File: src/rtl/mem_ctrl.sv
// mem_ctrl: accepts one cache-line READ/WRITE and runs it as HOST_W-wide beats on the host bus.
// Latency: read >= BEATS+2 cycles accept->tx_done, write >= BEATS+1; host stalls add cycles 1:1.
// Backpressure: ready low while busy; host_req payload held while host_req_rdy=0. Option: MEM_CTRL_TIMEOUT_EN.
module mem_ctrl #(
  parameter int LINE_W  = 512,
  parameter int HOST_W  = 64,
  parameter int TIMEOUT = 1024
) (
  input  logic              clk,
  input  logic              rst_n,
  input  logic [1:0]        mem_op,
  input  logic [31:0]       mem_addr,
  input  logic [LINE_W-1:0] mem_wr_data,
  output logic              ready,
  output logic              tx_done,
  output logic [LINE_W-1:0] mem_rd_data,
  input  logic [63:0]       host_base,
  output logic              host_req_valid,
  input  logic              host_req_rdy,
  output logic              host_req_wr,
  output logic [63:0]       host_req_addr,
  output logic [HOST_W-1:0] host_req_data,
  input  logic              host_rsp_valid,
  input  logic [HOST_W-1:0] host_rsp_data,
  output logic              err
);

  localparam int BEATS = LINE_W / HOST_W;
  localparam int KW    = (BEATS > 1) ? $clog2(BEATS) : 1;
  localparam int OFF   = $clog2(LINE_W / 8);
  localparam logic [63:0]   STEP = 64'(HOST_W / 8);
  localparam logic [KW-1:0] LAST = KW'(BEATS - 1);

  localparam logic [1:0] OP_READ  = 2'b01;
  localparam logic [1:0] OP_WRITE = 2'b11;

  typedef enum logic [2:0] {IDLE, RD_REQ, RD_DATA, WR_BEAT, DONE} state_t;

  state_t            state;
  logic [KW-1:0]     k;
  logic [LINE_W-1:0] wr_line;   // remaining write beats, beat k+1 sits in the second slice
  logic [31:0]       line_addr;
  logic              unused_addr_bits;

  // Byte offset within the line is irrelevant to a whole-line transfer
  assign line_addr        = {mem_addr[31:OFF], {OFF{1'b0}}};
  assign unused_addr_bits = ^mem_addr[OFF-1:0];

`ifdef MEM_CTRL_TIMEOUT_EN
  localparam int TW = $clog2(TIMEOUT + 1);

  logic [TW-1:0] tmo_cnt;
  logic          stall;
  logic          tmo_hit;

  // A wait cycle is any cycle where the host has not completed the handshake we are waiting on
  assign stall   = ((state == RD_REQ || state == WR_BEAT) && !host_req_rdy) ||
                   ((state == RD_DATA) && !host_rsp_valid);
  assign tmo_hit = stall && (tmo_cnt == TW'(TIMEOUT - 1));

  // Wait-cycle counter, cleared by every handshake and by the timeout itself
  always_ff @(posedge clk or negedge rst_n) begin
    if (!rst_n)
      tmo_cnt <= '0;
    else if (!stall || tmo_hit)
      tmo_cnt <= '0;
    else
      tmo_cnt <= tmo_cnt + 1'b1;
  end
`else
  localparam int UNUSED_TIMEOUT = TIMEOUT;
  assign err = 1'b0;
`endif

  // Main controller FSM; every output is a register updated here
  always_ff @(posedge clk or negedge rst_n) begin
    if (!rst_n) begin
      state          <= IDLE;
      k              <= '0;
      wr_line        <= '0;
      ready          <= 1'b1;
      tx_done        <= 1'b0;
      mem_rd_data    <= '0;
      host_req_valid <= 1'b0;
      host_req_wr    <= 1'b0;
      host_req_addr  <= '0;
      host_req_data  <= '0;
`ifdef MEM_CTRL_TIMEOUT_EN
      err            <= 1'b0;
`endif
    end else begin
      tx_done <= 1'b0;
`ifdef MEM_CTRL_TIMEOUT_EN
      if (tmo_hit) begin
        // Abandon the op: unread beats stay 0 because the line was cleared at accept
        err            <= 1'b1;
        host_req_valid <= 1'b0;
        host_req_wr    <= 1'b0;
        k              <= '0;
        tx_done        <= 1'b1;
        state          <= DONE;
      end else
`endif
      begin
        case (state)
          IDLE: begin
            if (mem_op == OP_READ) begin
              ready          <= 1'b0;
              mem_rd_data    <= '0;
              host_req_valid <= 1'b1;
              host_req_wr    <= 1'b0;
              host_req_addr  <= host_base + {32'b0, line_addr};
              k              <= '0;
              state          <= RD_REQ;
            end else if (mem_op == OP_WRITE) begin
              ready          <= 1'b0;
              wr_line        <= mem_wr_data;
              host_req_valid <= 1'b1;
              host_req_wr    <= 1'b1;
              host_req_addr  <= host_base + {32'b0, line_addr};
              host_req_data  <= mem_wr_data[HOST_W-1:0];
              k              <= '0;
              state          <= WR_BEAT;
            end
          end
          RD_REQ: begin
            // A single request covers the whole line
            if (host_req_rdy) begin
              host_req_valid <= 1'b0;
              state          <= RD_DATA;
            end
          end
          RD_DATA: begin
            if (host_rsp_valid) begin
              mem_rd_data[int'(k)*HOST_W +: HOST_W] <= host_rsp_data;
              if (k == LAST) begin
                k       <= '0;
                tx_done <= 1'b1;
                state   <= DONE;
              end else begin
                k <= k + 1'b1;
              end
            end
          end
          WR_BEAT: begin
            if (host_req_rdy) begin
              if (k == LAST) begin
                host_req_valid <= 1'b0;
                host_req_wr    <= 1'b0;
                k              <= '0;
                tx_done        <= 1'b1;
                state          <= DONE;
              end else begin
                k             <= k + 1'b1;
                host_req_addr <= host_req_addr + STEP;
                host_req_data <= wr_line[2*HOST_W-1:HOST_W];
                wr_line       <= wr_line >> HOST_W;
              end
            end
          end
          DONE: begin
            ready <= 1'b1;
            state <= IDLE;
          end
          default: begin
            state <= IDLE;
          end
        endcase
      end
    end
  end

endmodule

File: config.mk
export PLATFORM = sky130hd
export DESIGN_NAME = mem_ctrl
export DESIGN_NICKNAME = d
export VERILOG_FILES = /design/src/rtl/mem_ctrl.sv
export SDC_FILE = /design/constraint.sdc
export NUM_CORES = 2
export LEC_CHECK = 0
export ABC_AREA = 1
export CAP_MARGIN = 20
export CELL_PAD_IN_SITES_DETAIL_PLACEMENT = 1
export CELL_PAD_IN_SITES_GLOBAL_PLACEMENT = 2
export CORE_AREA = 2 2 513 515
export DETAILED_ROUTE_END_ITERATION = 8
export DIE_AREA = 0 0 515 517
export PLACE_DENSITY = 0.66
export RECOVER_POWER = 100
export SLEW_MARGIN = 20
export SYNTH_ARGS = -nofsm -noshare
export SYNTH_HDL_FRONTEND = slang
export SYNTH_SLANG_ARGS = --single-unit
File: constraint.sdc
create_clock -name clk -period 3.3 [get_ports clk]
set_input_delay 0.495 -clock clk [delete_from_list [all_inputs] [get_ports clk]]
set_output_delay 0.495 -clock clk [all_outputs]
set_load 0.02 [all_outputs]
Word level (Yosys, flattened, before mapping)

Cells that the tools add are included.

Flip-flop bits (word level): 1162
Output and inout port bits: 645
Word-level logic and storage cells: 93

Add/subtract/negate cells: 4
Eq/ne operators: 16
Shift operators: 2
Multiplexer cells: 47
Reductions and logical operators: 14

Operators by type and width:

| cell                                                                      | number |
|---|---|
| 512-bit 2-to-1 mux                                                        | 6 |
| 512-bit one-hot mux with 2 select lines                                   | 2 |
| 512-bit bitwise mux                                                       | 1 |
| 64-bit 2-to-1 mux                                                         | 8 |
| 64-bit by 33-bit variable shift with 512-bit output, first input constant | 1 |
| 64-bit by 33-bit indexed part select with 512-bit output                  | 1 |
| 64-bit one-hot mux with 2 select lines                                    | 2 |
| 64-bit by 32-bit adder with 64-bit output                                 | 1 |
| 64-bit by 4-bit adder with 64-bit output, second input constant           | 1 |
| 3-bit 2-to-1 mux                                                          | 11 |
| 9-bit negator with 33-bit output                                          | 1 |
| 2-bit != test, second input constant                                      | 8 |
| 4-bit AND reduction                                                       | 4 |
| 3-bit one-hot mux with 4 select lines                                     | 1 |
| 1-bit 2-to-1 mux                                                          | 11 |
| 5-bit AND reduction                                                       | 2 |
| 3-bit one-hot mux with 3 select lines                                     | 1 |
| 3-bit by 2-bit equality test with 1-bit output, second input constant     | 2 |
| 3-bit equality test, second input constant                                | 2 |
| 1-bit one-hot mux with 2 select lines                                     | 3 |
| 2-bit nonzero test                                                        | 3 |
| 3-bit nonzero test                                                        | 2 |
| 3-bit by 1-bit adder with 3-bit output, second input constant             | 1 |
| 3-bit by 1-bit equality test with 1-bit output, second input constant     | 1 |
| other kinds (7)                                                           | 7 |

Depth between registers and ports, before layout

Word-level depth: 5
Depth in mapped cells: 16
Mapped depth without buffers: 16

Worst setup path after synthesis

Ideal clock, no wire load.

Kind: register -> register
Start point: register k[0]
End point: register mem_rd_data[100]
Library setup time: 0.141 ns
Arrival time: 2.372 ns
Required time: 3.159 ns
Path slack: 0.787 ns
Cell stages (with the launch flop): 11
Path buffers: 2
Clock period less this slack: 2.513 ns
Path through: dfrtp_1 > clkbuf_1 > inv_1 > ha_1 > ha_1 > inv_1 > nor3_1 > inv_2 > a21oi_2 > clkbuf_1 > o22ai_1

Cells in the longest elaborated chain, start to end: 5

RTL lines:

| item                                                                                                                            | line | text |
|---|---|---|
| from (decl)                                                                                                                     | 40   | `logic [KW-1:0] k;` |
| from (signal assigned)                                                                                                          | 141  | `k <= k + 1'b1;` |
| from (signal assigned)                                                                                                          | 154  | `k <= k + 1'b1;` |
| 9-bit negator with 33-bit output (*)                                                                                            | 135  | `mem_rd_data[int'(k)*HOST_W +: HOST_W] <= host_rsp_data;` |
| 64-bit by 33-bit indexed part select with 512-bit output or 64-bit by 33-bit variable shift with 512-bit output (tied branches) | 135  |  |
| 512-bit bitwise mux (*)                                                                                                         | 135  |  |
| 512-bit 2-to-1 mux (*)                                                                                                          | 134  | `if (host_rsp_valid) begin` |
| 512-bit one-hot mux with 2 select lines (*)                                                                                     | 105  | `case (state)` |
| to (signal, indexed assignment)                                                                                                 | 135  |  |
| to (decl)                                                                                                                       | 16   | `output logic [LINE_W-1:0] mem_rd_data,` |

Mark *: on every way between the ends. The rest lies on a longest branch, timed or not. The select of a mux whose other input is x is not followed.
A chain may end at the register's enable or synchronous reset.

Worst setup path after layout

Start point: register k[1]
End point: register mem_rd_data[306]

Same word-level chain as after synthesis.

==> results.yml <==
worst_setup_path:
  crit-reg2reg-launch: "k[1]$_DFFE_PN0P_"
  r2r-end: "mem_rd_data[306]$_DFFE_PN0P_"
  critPathRequiredTime_ns: 4.03
  max_stage_delay_ns: 0.53
  critical_path_class: "flop to flop"
  worstPathMaxFanout: 12
  setup.worst_path.start_class: "flop"
  arrival_ns: 3.83
  reg2reg_slack_ns: 0.20
  endpoint_kind: "flop"
  r2r_cells: 11
  crit_path_top_delay_cell: "nor4_1"
  path_cells: "inv_1 > ha_1 > ha_1 > nor2_1 > inv_1 > nor4_1 > nand2_1 > inv_2 > clkbuf_1 > nand2_1 > o21ai_0"
yosys:
  yosysUniqueCellTypes: 44
  synth_nets: 7112
  synth_seq_area_share: 0.520
  syn_inst: 6399
  syn_avg_cell_area_um2: 8.25
  yosys_register_bits: 1098
  syn-cell-area_mm2: 0.0528
  yosysWarnings: 0
placed_design:
  place_congestion: 0.901
  io_buffer_count: 1315
  place_ws_ns: 0.104
  hpwl_um: 230000
detailed_routing:
  viasPerCell: 4.61
  totalWireLength_um: 296000
  ant_nets: 0
  drc: 0
  vias: 51407
  dr.pass1.iters: 5
  drt_iter0_drc: 3585
  wire_per_inst_um: 26.6
clocking:
  clockBufferDepth: 3
  cts_tree: "done"
  clk_latency_ns: 0.83
  root_buffer: "clkbuf_16"
  numCtsBuffers: 143
  clock-sinks: 1098
  htreeDepth: 4
  post_cts_resize_count: 0
  clk_pin_slew_ns: 0.06
sta:
  post-route-period-util: 0.939
  fin_ws_ns: 0.200
  finClkSkew_ns: 0.0776
  slew_viol_final: 611
  setup_violations: 0
  finalHoldViolCount: 0
  tightestPinTransition_ns: 2.23
  slew_headroom: -0.485
  setup_tns_ns: 0
  fmax_mhz: 323
  rsz0062_at_grt: "false"
  finalCriticalPeriod_ns: 3.10
global_route:
  first_global_vias: 54034
  grt_antenna_before_repair: 107
  overflow: 0
  grt_pass1_wl_um: 413000
  grtUsageTotal: 0.216
  grt_max_degree: 138
outcome:
  violations: "max-capacitance violations, max-slew violations"
  outcome: "finished, violations left"
die:
  placementRows: 188
  ios: 1323
  die_w_um: 515
  dieArea_mm2: 0.266
  die_y_um: 517
  start_util: 0.202
  fp.coreArea_mm2: 0.261
power_and_ir_drop:
  power.total_mw: 64.3
  leakage_nw: 32.7
  p_per_area_mw_per_mm2: 856
  max-vdd-ir-drop_mv: 0.746
cells_and_area:
  nets: 8306
  area_growth_pct: 42.1
  drive_above_1_share: 0.0537
  fin_util: 0.287
  fill_cells: 30536
worst_hold_path:
  min_path_type: "input pin to async pin"
flow_run:
  max_cap_violations: 10
critical path, delay by kind of cell, from the launching register on:
family | cells | cell delay [ns]
AO/OA/AOI/OAI | 1 | 0.20
adder cells (fa/ha/maj) | 2 | 0.45
buffers and inverters | 4 | 1.08
flip-flops | 1 | 0.44
AND/OR/NAND/NOR | 4 | 0.86
metrics by stage:
step,std cells,hold slack [ns],instance area [um^2]
floorplan,6399,0.199,52800
CTS,11117,0.159,75400
finish,11156,0.263,75000
detailed placement,10867,0.474,70500
global route,11143,0.217,75000
global placement,10867,0.468,70500
worst max-delay path by stage:
| stage | cells after the start | to | slack (ns) | from |
|---|---|---|---|---|
| global placement | 17 | host_req_addr[52]$_DFFE_PN0P_ | 0.08 | mem_addr[6] |
| CTS | 12 | wr_line[331]$_DFFE_PN0P_ | 0.32 | k[1]$_DFFE_PN0P_ |
| global route | 11 | mem_rd_data[300]$_DFFE_PN0P_ | 0.03 | k[1]$_DFFE_PN0P_ |
| floorplan | 10 | mem_rd_data[100]$_DFFE_PN0P_ | 0.79 | k[0]$_DFFE_PN0P_ |
| detailed placement | 15 | host_req_addr[44]$_DFFE_PN0P_ | 0.10 | mem_addr[6] |
| finish | 11 | mem_rd_data[306]$_DFFE_PN0P_ | 0.20 | k[1]$_DFFE_PN0P_ |
synthesized netlist by cell type, drive strengths merged:
master   count  area, um^2
a211oi       1        7.51
a21boi       2        15.0
a21o         2        15.0
a21oi      106         564
a22o         1        8.76
a22oi        6        45.0
a2bb2oi      4        35.0
a311oi       1        8.76
a31oi       11        68.8
and2         1        6.26
and3         1        6.26
buf        167        1060
clkbuf     299        1120
conb         1        3.75
dfrtp     1097       27500
dfstp        1        26.3
fa           1        20.0
ha          34         425
inv       1033        3880
nand2     1342        5040
nand3      374        1870
nand3b      10        75.1
nand4       40         250
nor2       204         788
nor3        50         250
nor3b        1        7.51
nor4         5        31.3
o211ai     386        2900
o21a        64         480
o21ai      780        3900
o21bai       3        22.5
o221ai       1        8.76
o22ai      323        2020
or2          6        37.5
xnor2       11        96.3
xor2        30         263
flip-flops by register name (all words and copies together) (netlist names):
name and cells:
host_req_addr 64, host_req_data 63, host_req_valid 1, host_req_wr 1, k 3, mem_rd_data 512, ready 1, state 3
tx_done 1, wr_line 449
routing by layer:
| metal | routed length, um | global-route usage | share of wire |
|---|---|---|---|
| met5 | 342 | 0 | 0.0012 |
| met4 | 10200 | 0.0789 | 0.035 |
| met2 | 139000 | 0.351 | 0.47 |
| met1 | 126000 | 0.271 | 0.42 |
| met3 | 21500 | 0.0610 | 0.073 |
power by group:
part	total [mW]	leakage [nW]	switching (mW)	internal (mW)
Sequential	19.8	14.2	2.12	17.7
Clock	16.2	2.33	6.81	9.40
Combinational	28.2	16.2	19.3	8.90
Total	64.3	32.7	28.3	36.0
layout make-up:
cell class | count | area (um^2) | share of cell area
multi-input cells | 3802 | 19400 | 0.258
repair buffers | 1515 | 15100 | 0.202
clock buffers | 208 | 4040 | 0.0539
diodes | 39 | 97.6 | 0.00130
inverters | 1033 | 3880 | 0.0518
clock inverters | 41 | 766 | 0.0102
well taps | 3420 | 4280 | 0.0570
flip-flops and latches | 1098 | 27500 | 0.366
kinds of logic after synthesis:
| family | synth area share |
|---|---|
| buf+inv | 0.115 |
| xor+xnor | 0.00680 |
| compound gates | 0.191 |
| flops | 0.520 |
| other cells | 0.0000710 |
| simple gates | 0.158 |
| fa+ha+maj | 0.00843 |
timing repair:
item,CTS,global route
hold buffers,1,0
hold endpoints to repair,36,0
setup buffers,0,0
layout by cell type, fill, tap and decap left out, types with 32 or more instances in the layout:
cell | synthesis | layout
clkdlybuf4s50_1 | 0 | 670
nand4_1 | 40 | 40
o21ai_0 | 461 | 746
ha_1 | 34 | 34
nand3_1 | 374 | 371
dfrtp_1 | 1097 | 1096
buf_4 | 99 | 90
diode_2 | 0 | 39
o22ai_1 | 323 | 323
a21oi_1 | 99 | 102
clkbuf_16 | 0 | 143
nor3_1 | 50 | 49
inv_1 | 1022 | 1025
o21ai_1 | 319 | 32
nor2_1 | 199 | 199
o211ai_1 | 386 | 386
clkbuf_1 | 299 | 69
dlygate4sd3_1 | 0 | 645
buf_12 | 0 | 50
nand2_1 | 1342 | 1340
o21a_1 | 64 | 64
Note: power is estimated with default switching activity, not from simulation.
